$ cat config.mk
export PLATFORM = sky130hd
export DESIGN_NAME = spi_flash_responder
export DESIGN_NICKNAME = d
export VERILOG_FILES = /design/src/rtl/spi_flash_responder.sv
export SDC_FILE = /design/constraint.sdc
export NUM_CORES = 1
export LEC_CHECK = 0
export ABC_AREA = 1
export BUFFER_PORTS_ARGS = -buffer_cell sky130_fd_sc_hd__buf_2
export CAP_MARGIN = 10
export CORE_MARGIN = 2
export CORE_UTILIZATION = 50
export CTS_CLUSTER_DIAMETER = 100
export CTS_CLUSTER_SIZE = 20
export DETAILED_ROUTE_END_ITERATION = 8
export PLACE_DENSITY = 0.8
export SYNTH_ARGS = -nofsm -noshare
export SYNTH_HDL_FRONTEND = slang
export SYNTH_SLANG_ARGS = --single-unit
$ cat constraint.sdc
create_clock -name clk_i -period 1.9 [get_ports clk_i]
set_input_delay 0 -clock clk_i [delete_from_list [all_inputs] [get_ports clk_i]]
set_output_delay 0 -clock clk_i [all_outputs]
set_load 0.02 [all_outputs]
$ cat src/rtl/spi_flash_responder.sv
// spi_flash_responder: SPI mode-0 slave answering serial-flash READ (0x03)
// from an on-chip memory port. All SPI pins are oversampled in clk_i.
// Optional build macro SPI_FAST_READ_EN adds FAST READ (0x0B) with an
// 8-clock dummy phase. When it is undefined, 0x0B is dropped like any
// other unsupported command.
`timescale 1ns/1ps
module spi_flash_responder #(
  parameter int ADDR_W      = 24,
  parameter int MEM_AW      = 16,
  parameter int SYNC_STAGES = 2
) (
  input  logic              clk_i,
  input  logic              rst_ni,
  input  logic              spi_clk_i,
  input  logic              spi_cs_i,
  input  logic              spi_mosi_i,
  output logic              spi_miso_o,
  output logic              spi_miso_oe_o,
  output logic              mem_rd_o,
  output logic [MEM_AW-1:0] mem_addr_o,
  input  logic [7:0]        mem_rdata_i
);

  localparam int CNT_W = $clog2(ADDR_W) + 1;
  localparam logic [CNT_W-1:0] ADDR_LAST = CNT_W'(ADDR_W - 1);
  localparam logic [CNT_W-1:0] CMD_LAST  = CNT_W'(7);

  typedef enum logic [2:0] {
    S_IDLE,
    S_CMD,
    S_ADDR,
    S_DATA,
    S_DROP
`ifdef SPI_FAST_READ_EN
    , S_DUMMY
`endif
  } state_e;

  state_e                   state_q;
  logic [SYNC_STAGES-1:0]   sck_sync_q;
  logic [SYNC_STAGES-1:0]   cs_sync_q;
  logic [SYNC_STAGES-1:0]   mosi_sync_q;
  logic                     sck_prev_q;
  logic                     armed_q;      // cs seen high since reset/last txn
  logic [CNT_W-1:0]         bit_cnt_q;    // command / address bit counter
  logic [2:0]               rcnt_q;       // rises within current data byte
  logic [2:0]               fcnt_q;       // falls within current data byte
  logic [6:0]               cmd_q;
  logic [ADDR_W-1:0]        addr_q;
  logic [7:0]               tx_q;
  logic [7:0]               nxt_q;
  logic                     rd_tx_q;      // outstanding read targets tx_q
  logic                     rdv_q;        // mem_rdata_i valid this clk
  logic                     rdv_tx_q;
`ifdef SPI_FAST_READ_EN
  logic                     fast_q;
  logic [2:0]               dummy_cnt_q;
`endif

  logic              sck_s, cs_s, mosi_s, rise, fall;
  logic [7:0]        cmd_d;
  logic [ADDR_W-1:0] addr_shift_d;
  logic [ADDR_W-1:0] addr_inc_d;

  assign sck_s        = sck_sync_q[SYNC_STAGES-1];
  assign cs_s         = cs_sync_q[SYNC_STAGES-1];
  assign mosi_s       = mosi_sync_q[SYNC_STAGES-1];
  assign rise         = sck_s & ~sck_prev_q;
  assign fall         = ~sck_s & sck_prev_q;
  assign cmd_d        = {cmd_q, mosi_s};
  assign addr_shift_d = {addr_q[ADDR_W-2:0], mosi_s};
  assign addr_inc_d   = addr_q + ADDR_W'(1);

  // Synchronize SPI pins into clk_i and keep last synced sck for edge detect
  always_ff @(posedge clk_i or negedge rst_ni) begin
    if (!rst_ni) begin
      sck_sync_q  <= '0;
      cs_sync_q   <= '0;
      mosi_sync_q <= '0;
      sck_prev_q  <= 1'b0;
    end else begin
      sck_sync_q  <= {sck_sync_q[SYNC_STAGES-2:0], spi_clk_i};
      cs_sync_q   <= {cs_sync_q[SYNC_STAGES-2:0], spi_cs_i};
      mosi_sync_q <= {mosi_sync_q[SYNC_STAGES-2:0], spi_mosi_i};
      sck_prev_q  <= sck_s;
    end
  end

  // Protocol FSM with registered SPI and memory-port outputs
  always_ff @(posedge clk_i or negedge rst_ni) begin
    if (!rst_ni) begin
      state_q       <= S_IDLE;
      armed_q       <= 1'b0;
      bit_cnt_q     <= '0;
      rcnt_q        <= '0;
      fcnt_q        <= '0;
      cmd_q         <= '0;
      addr_q        <= '0;
      tx_q          <= '0;
      nxt_q         <= '0;
      rd_tx_q       <= 1'b0;
      rdv_q         <= 1'b0;
      rdv_tx_q      <= 1'b0;
      spi_miso_o    <= 1'b0;
      spi_miso_oe_o <= 1'b0;
      mem_rd_o      <= 1'b0;
      mem_addr_o    <= '0;
`ifdef SPI_FAST_READ_EN
      fast_q        <= 1'b0;
      dummy_cnt_q   <= '0;
`endif
    end else begin
      mem_rd_o <= 1'b0;
      // An in-flight read always completes; its data is only used in DATA.
      rdv_q    <= mem_rd_o;
      rdv_tx_q <= rd_tx_q;
      if (cs_s) begin
        // Deselect wins over any same-cycle sck edge.
        state_q       <= S_IDLE;
        armed_q       <= 1'b1;
        bit_cnt_q     <= '0;
        rcnt_q        <= '0;
        fcnt_q        <= '0;
        cmd_q         <= '0;
        addr_q        <= '0;
        tx_q          <= '0;
        nxt_q         <= '0;
        spi_miso_o    <= 1'b0;
        spi_miso_oe_o <= 1'b0;
`ifdef SPI_FAST_READ_EN
        dummy_cnt_q   <= '0;
`endif
      end else begin
        case (state_q)
          S_IDLE: begin
            // A cs already low when reset released is ignored until re-armed.
            if (armed_q) begin
              state_q   <= S_CMD;
              armed_q   <= 1'b0;
              bit_cnt_q <= '0;
            end
          end
          S_CMD: begin
            if (rise) begin
              cmd_q     <= cmd_d[6:0];
              bit_cnt_q <= bit_cnt_q + CNT_W'(1);
              if (bit_cnt_q == CMD_LAST) begin
                bit_cnt_q <= '0;
                if (cmd_d == 8'h03) begin
                  state_q <= S_ADDR;
`ifdef SPI_FAST_READ_EN
                  fast_q  <= 1'b0;
                end else if (cmd_d == 8'h0B) begin
                  state_q <= S_ADDR;
                  fast_q  <= 1'b1;
`endif
                end else begin
                  state_q <= S_DROP;
                end
              end
            end
          end
          S_ADDR: begin
            if (rise) begin
              addr_q    <= addr_shift_d;
              bit_cnt_q <= bit_cnt_q + CNT_W'(1);
              if (bit_cnt_q == ADDR_LAST) begin
                bit_cnt_q <= '0;
`ifdef SPI_FAST_READ_EN
                if (fast_q) begin
                  state_q     <= S_DUMMY;
                  dummy_cnt_q <= '0;
                end else
`endif
                begin
                  mem_rd_o      <= 1'b1;
                  mem_addr_o    <= addr_shift_d[MEM_AW-1:0];
                  rd_tx_q       <= 1'b1;
                  state_q       <= S_DATA;
                  spi_miso_oe_o <= 1'b1;
                  rcnt_q        <= '0;
                  fcnt_q        <= '0;
                end
              end
            end
          end
`ifdef SPI_FAST_READ_EN
          S_DUMMY: begin
            if (rise) begin
              dummy_cnt_q <= dummy_cnt_q + 3'd1;
              if (dummy_cnt_q == 3'd7) begin
                mem_rd_o      <= 1'b1;
                mem_addr_o    <= addr_q[MEM_AW-1:0];
                rd_tx_q       <= 1'b1;
                state_q       <= S_DATA;
                spi_miso_oe_o <= 1'b1;
                rcnt_q        <= '0;
                fcnt_q        <= '0;
              end
            end
          end
`endif
          S_DATA: begin
            if (rdv_q) begin
              if (rdv_tx_q) tx_q  <= mem_rdata_i;
              else          nxt_q <= mem_rdata_i;
            end
            if (fall) begin
              spi_miso_o <= tx_q[7];
              fcnt_q     <= fcnt_q + 3'd1;
              // Last bit of the byte leaves; prefetched byte takes its place.
              if (fcnt_q == 3'd7) tx_q <= nxt_q;
              else                tx_q <= {tx_q[6:0], 1'b0};
            end
            if (rise) begin
              rcnt_q <= rcnt_q + 3'd1;
              // Prefetch on the second-to-last bit so the next byte is ready.
              if (rcnt_q == 3'd6) begin
                addr_q     <= addr_inc_d;
                mem_rd_o   <= 1'b1;
                mem_addr_o <= addr_inc_d[MEM_AW-1:0];
                rd_tx_q    <= 1'b0;
              end
            end
          end
          S_DROP: begin
            spi_miso_oe_o <= 1'b0;
          end
          default: state_q <= S_IDLE;
        endcase
      end
    end
  end

endmodule

==> metrics.yaml <==
global_route:
  overflow: 0
  grt_max_degree: 47
  antenna_found_initial: 0
  gr-usage-all-layers_pct: 22.8
  grt_pass1_vias: 3792
  grt_pass1_wl_um: 17700
layout:
  utilization_pct: 60.2
  final_layout_size_suffix_gt1_share_pct: 14.9
  multi_input_area_mm2: 0.00195
  mostFrequentLayoutCells: "nand2_1, nand3_1, dfrtp_1, inv_1, nor2_1"
  regArea_mm2: 0.00210
  num-fill-cells: 711
  area.growth.synth_to_final_pct: 15.3
  final_common_cell: "nand2_1"
  nets: 620
  n_antenna_cell: 0
critical_path:
  reg2regPathDepth: 7
  worstPathRequired_ps: 2160
  cp_max_fo: 16
  worst-setup-path-type: "reg -> reg"
  cp_data_arrival_time_ps: 1980
  crit_cells: 7
  crit_slowest_cell: "dfrtp_1"
  end_kind: "flip-flop"
  crit_chain: "nand2_2 -> inv_1 -> nand2_2 -> nand2_1 -> o21ai_2 -> nand2_1 -> o31ai_1"
  slowest_delay_ps: 450
  critPathBufInv: 1
  cp_top_family: "simple AND/OR/NAND/NOR gates"
  critPathLaunchType: "flip-flop"
sta:
  slew_viol_final: 0
  setup_ws_ps: 184
  fin_skew_ps: 5.24
  fin_crit_ps: 1720
  rsz0062_at_grt: "false"
  finalSetupTns_ps: 0
  max_freq_mhz: 583
  max_slew_margin_pct: 54.5
  worst_pin_slew_ps: 682
  hold_ws_ps: 150
  hold_violations: 0
  finalCritPeriodShare_pct: 90.3
  setup_viol: 0
worst_hold_path:
  hp-class: "in -> async"
drt:
  drt-pass1-iter-count: 6
  wire_per_inst_um: 14.3
  drc_errors: 0
  num_vias: 3897
  ant_nets: 0
  finalWirelength_um: 10100
  vias_per_cell: 5.48
  drtIter0Drc: 271
cts:
  clock-root-buffer: "clkbuf_8"
  cts_tree: "done"
  clock_sinks: 84
  clockBufferDepth: 2
  clkTransAtPathRegs_ps: 90
  cts_buffers: 9
  h-tree-depth: 3
  clk_latency_ps: 360
place:
  place_hpwl_um: 7110
  pre_cts_slack_ps: 184
  gp_congestion: 0.960
  io_buffers: 31
power:
  finalPower_mw: 4.09
  p_leak_nw: 2.51
  ir_drop_uv: 648
  power.density_mw_per_mm2: 819
logic_synthesis:
  synth-seq-cells: 84
  seq_area_frac_synth_pct: 48.5
  postSynthCellCount: 550
  syn_avg_cell_area_um2: 7.87
  syn_nets: 569
  netlist_area_mm2: 0.00433
  synth_edf_count: 0
  synthFlopType: "dfrtp_1"
  yosys_warnings: 0
  ys_types: 35
  synthArstFlopShare_pct: 100
floorplan:
  die_x_um: 97.1
  coreArea_mm2: 0.00830
  die-area_mm2: 0.00942
  rows: 33
  num_io_pins: 32
  die_h_um: 97.1
  floorplan.initialDensity_pct: 52.2
outcome:
  status: "finished clean"
run:
  cap_violations: 0
final timing paths:
kind	start	end	slack (ps)
max in group asynchronous	rst_ni	mem_rd_o	1140
min	rst_ni	armed_q	150
max reg2reg	state_q[1]	tx_q[3]	180
min reg2reg	cs_sync_q[0]	cs_sync_q[1]	350
max	state_q[1]	tx_q[3]	180
min in group clk_i	spi_clk_i	sck_sync_q[0]	280
final cells by class:
| class | instances | area share (%) |
|---|---|---|
| Tap cell | 105 | 2.63 |
| Multi-Input combinational cell | 403 | 39.1 |
| Sequential cell | 84 | 42.1 |
| Clock inverter | 5 | 2.16 |
| Timing Repair Buffer | 55 | 7.62 |
| Clock buffer | 11 | 2.63 |
| Inverter | 48 | 3.71 |
flip-flops by register name (all words and copies together) (netlist names), 3 cells and up:
register,flops
addr_q,16
bit_cnt_q,6
cmd_q,7
fcnt_q,3
mem_addr_o,16
nxt_q,8
rcnt_q,3
state_q,3
tx_q,8
logic make-up (layout without fill, tap and decap cells):
kind of cell,Yosys count,count (layout),synth area share (%)
AO/OA/AOI/OAI,63,63,8.67
AND/OR/NAND/NOR,328,328,33.4
adder cells (fa/ha/maj),6,6,1.73
flip-flops,84,84,48.5
buffers and inverters,63,119,6.44
XOR/XNOR,6,6,1.21
metal layers:
metal	wire, um	part of all wire [%]	GRT usage (%)
met1	4400	43	30.9
met2	4780	47	37.0
met3	707	7.0	4.10
met4	243	2.4	7.80
met5	0	0	0
timing repair:
action / 4_1_cts / 5_1_grt
hold buffers: 12 / 0
resized for setup: 0 / 2
buffers inserted: 0 / 1
hold endpoints to repair: 49 / 0
endpoints found under the setup margin: 0 / 6
power breakdown:
group,internal [mW],switching [mW]
Sequential,1.86,0.0839
Clock,0.885,0.667
Combinational,0.189,0.399
through the flow:
step                cells  cell area, um2
global route          711            4990
global placement      682            4620
finish                711            4990
detailed placement    682            4620
floorplan             550            4330
CTS                   710            4980
Yosys cell counts, types with 2 or more instances:
library cell / count / area [um2]
o21ai_1: 4 / 20.0
clkbuf_1: 6 / 22.5
nand3_1: 90 / 450
inv_1: 42 / 158
nand2_2: 4 / 25.0
inv_4: 2 / 12.5
buf_2: 3 / 15.0
o21ai_0: 29 / 145
o31ai_1: 7 / 52.6
nand4_1: 4 / 25.0
xor2_1: 2 / 17.5
nor2_2: 4 / 25.0
nand2_1: 180 / 676
dfrtp_1: 84 / 2100
a21oi_1: 10 / 50.1
o21ai_2: 6 / 52.6
ha_1: 6 / 75.1
buf_4: 3 / 22.5
nor2_1: 34 / 128
or2_2: 2 / 12.5
xnor2_1: 4 / 35.0
nor2_4: 3 / 33.8
nand2_4: 2 / 22.5
o22ai_1: 3 / 18.8
buf_6: 3 / 33.8
inv_2: 4 / 15.0
Power figures use the tool's default switching activity.
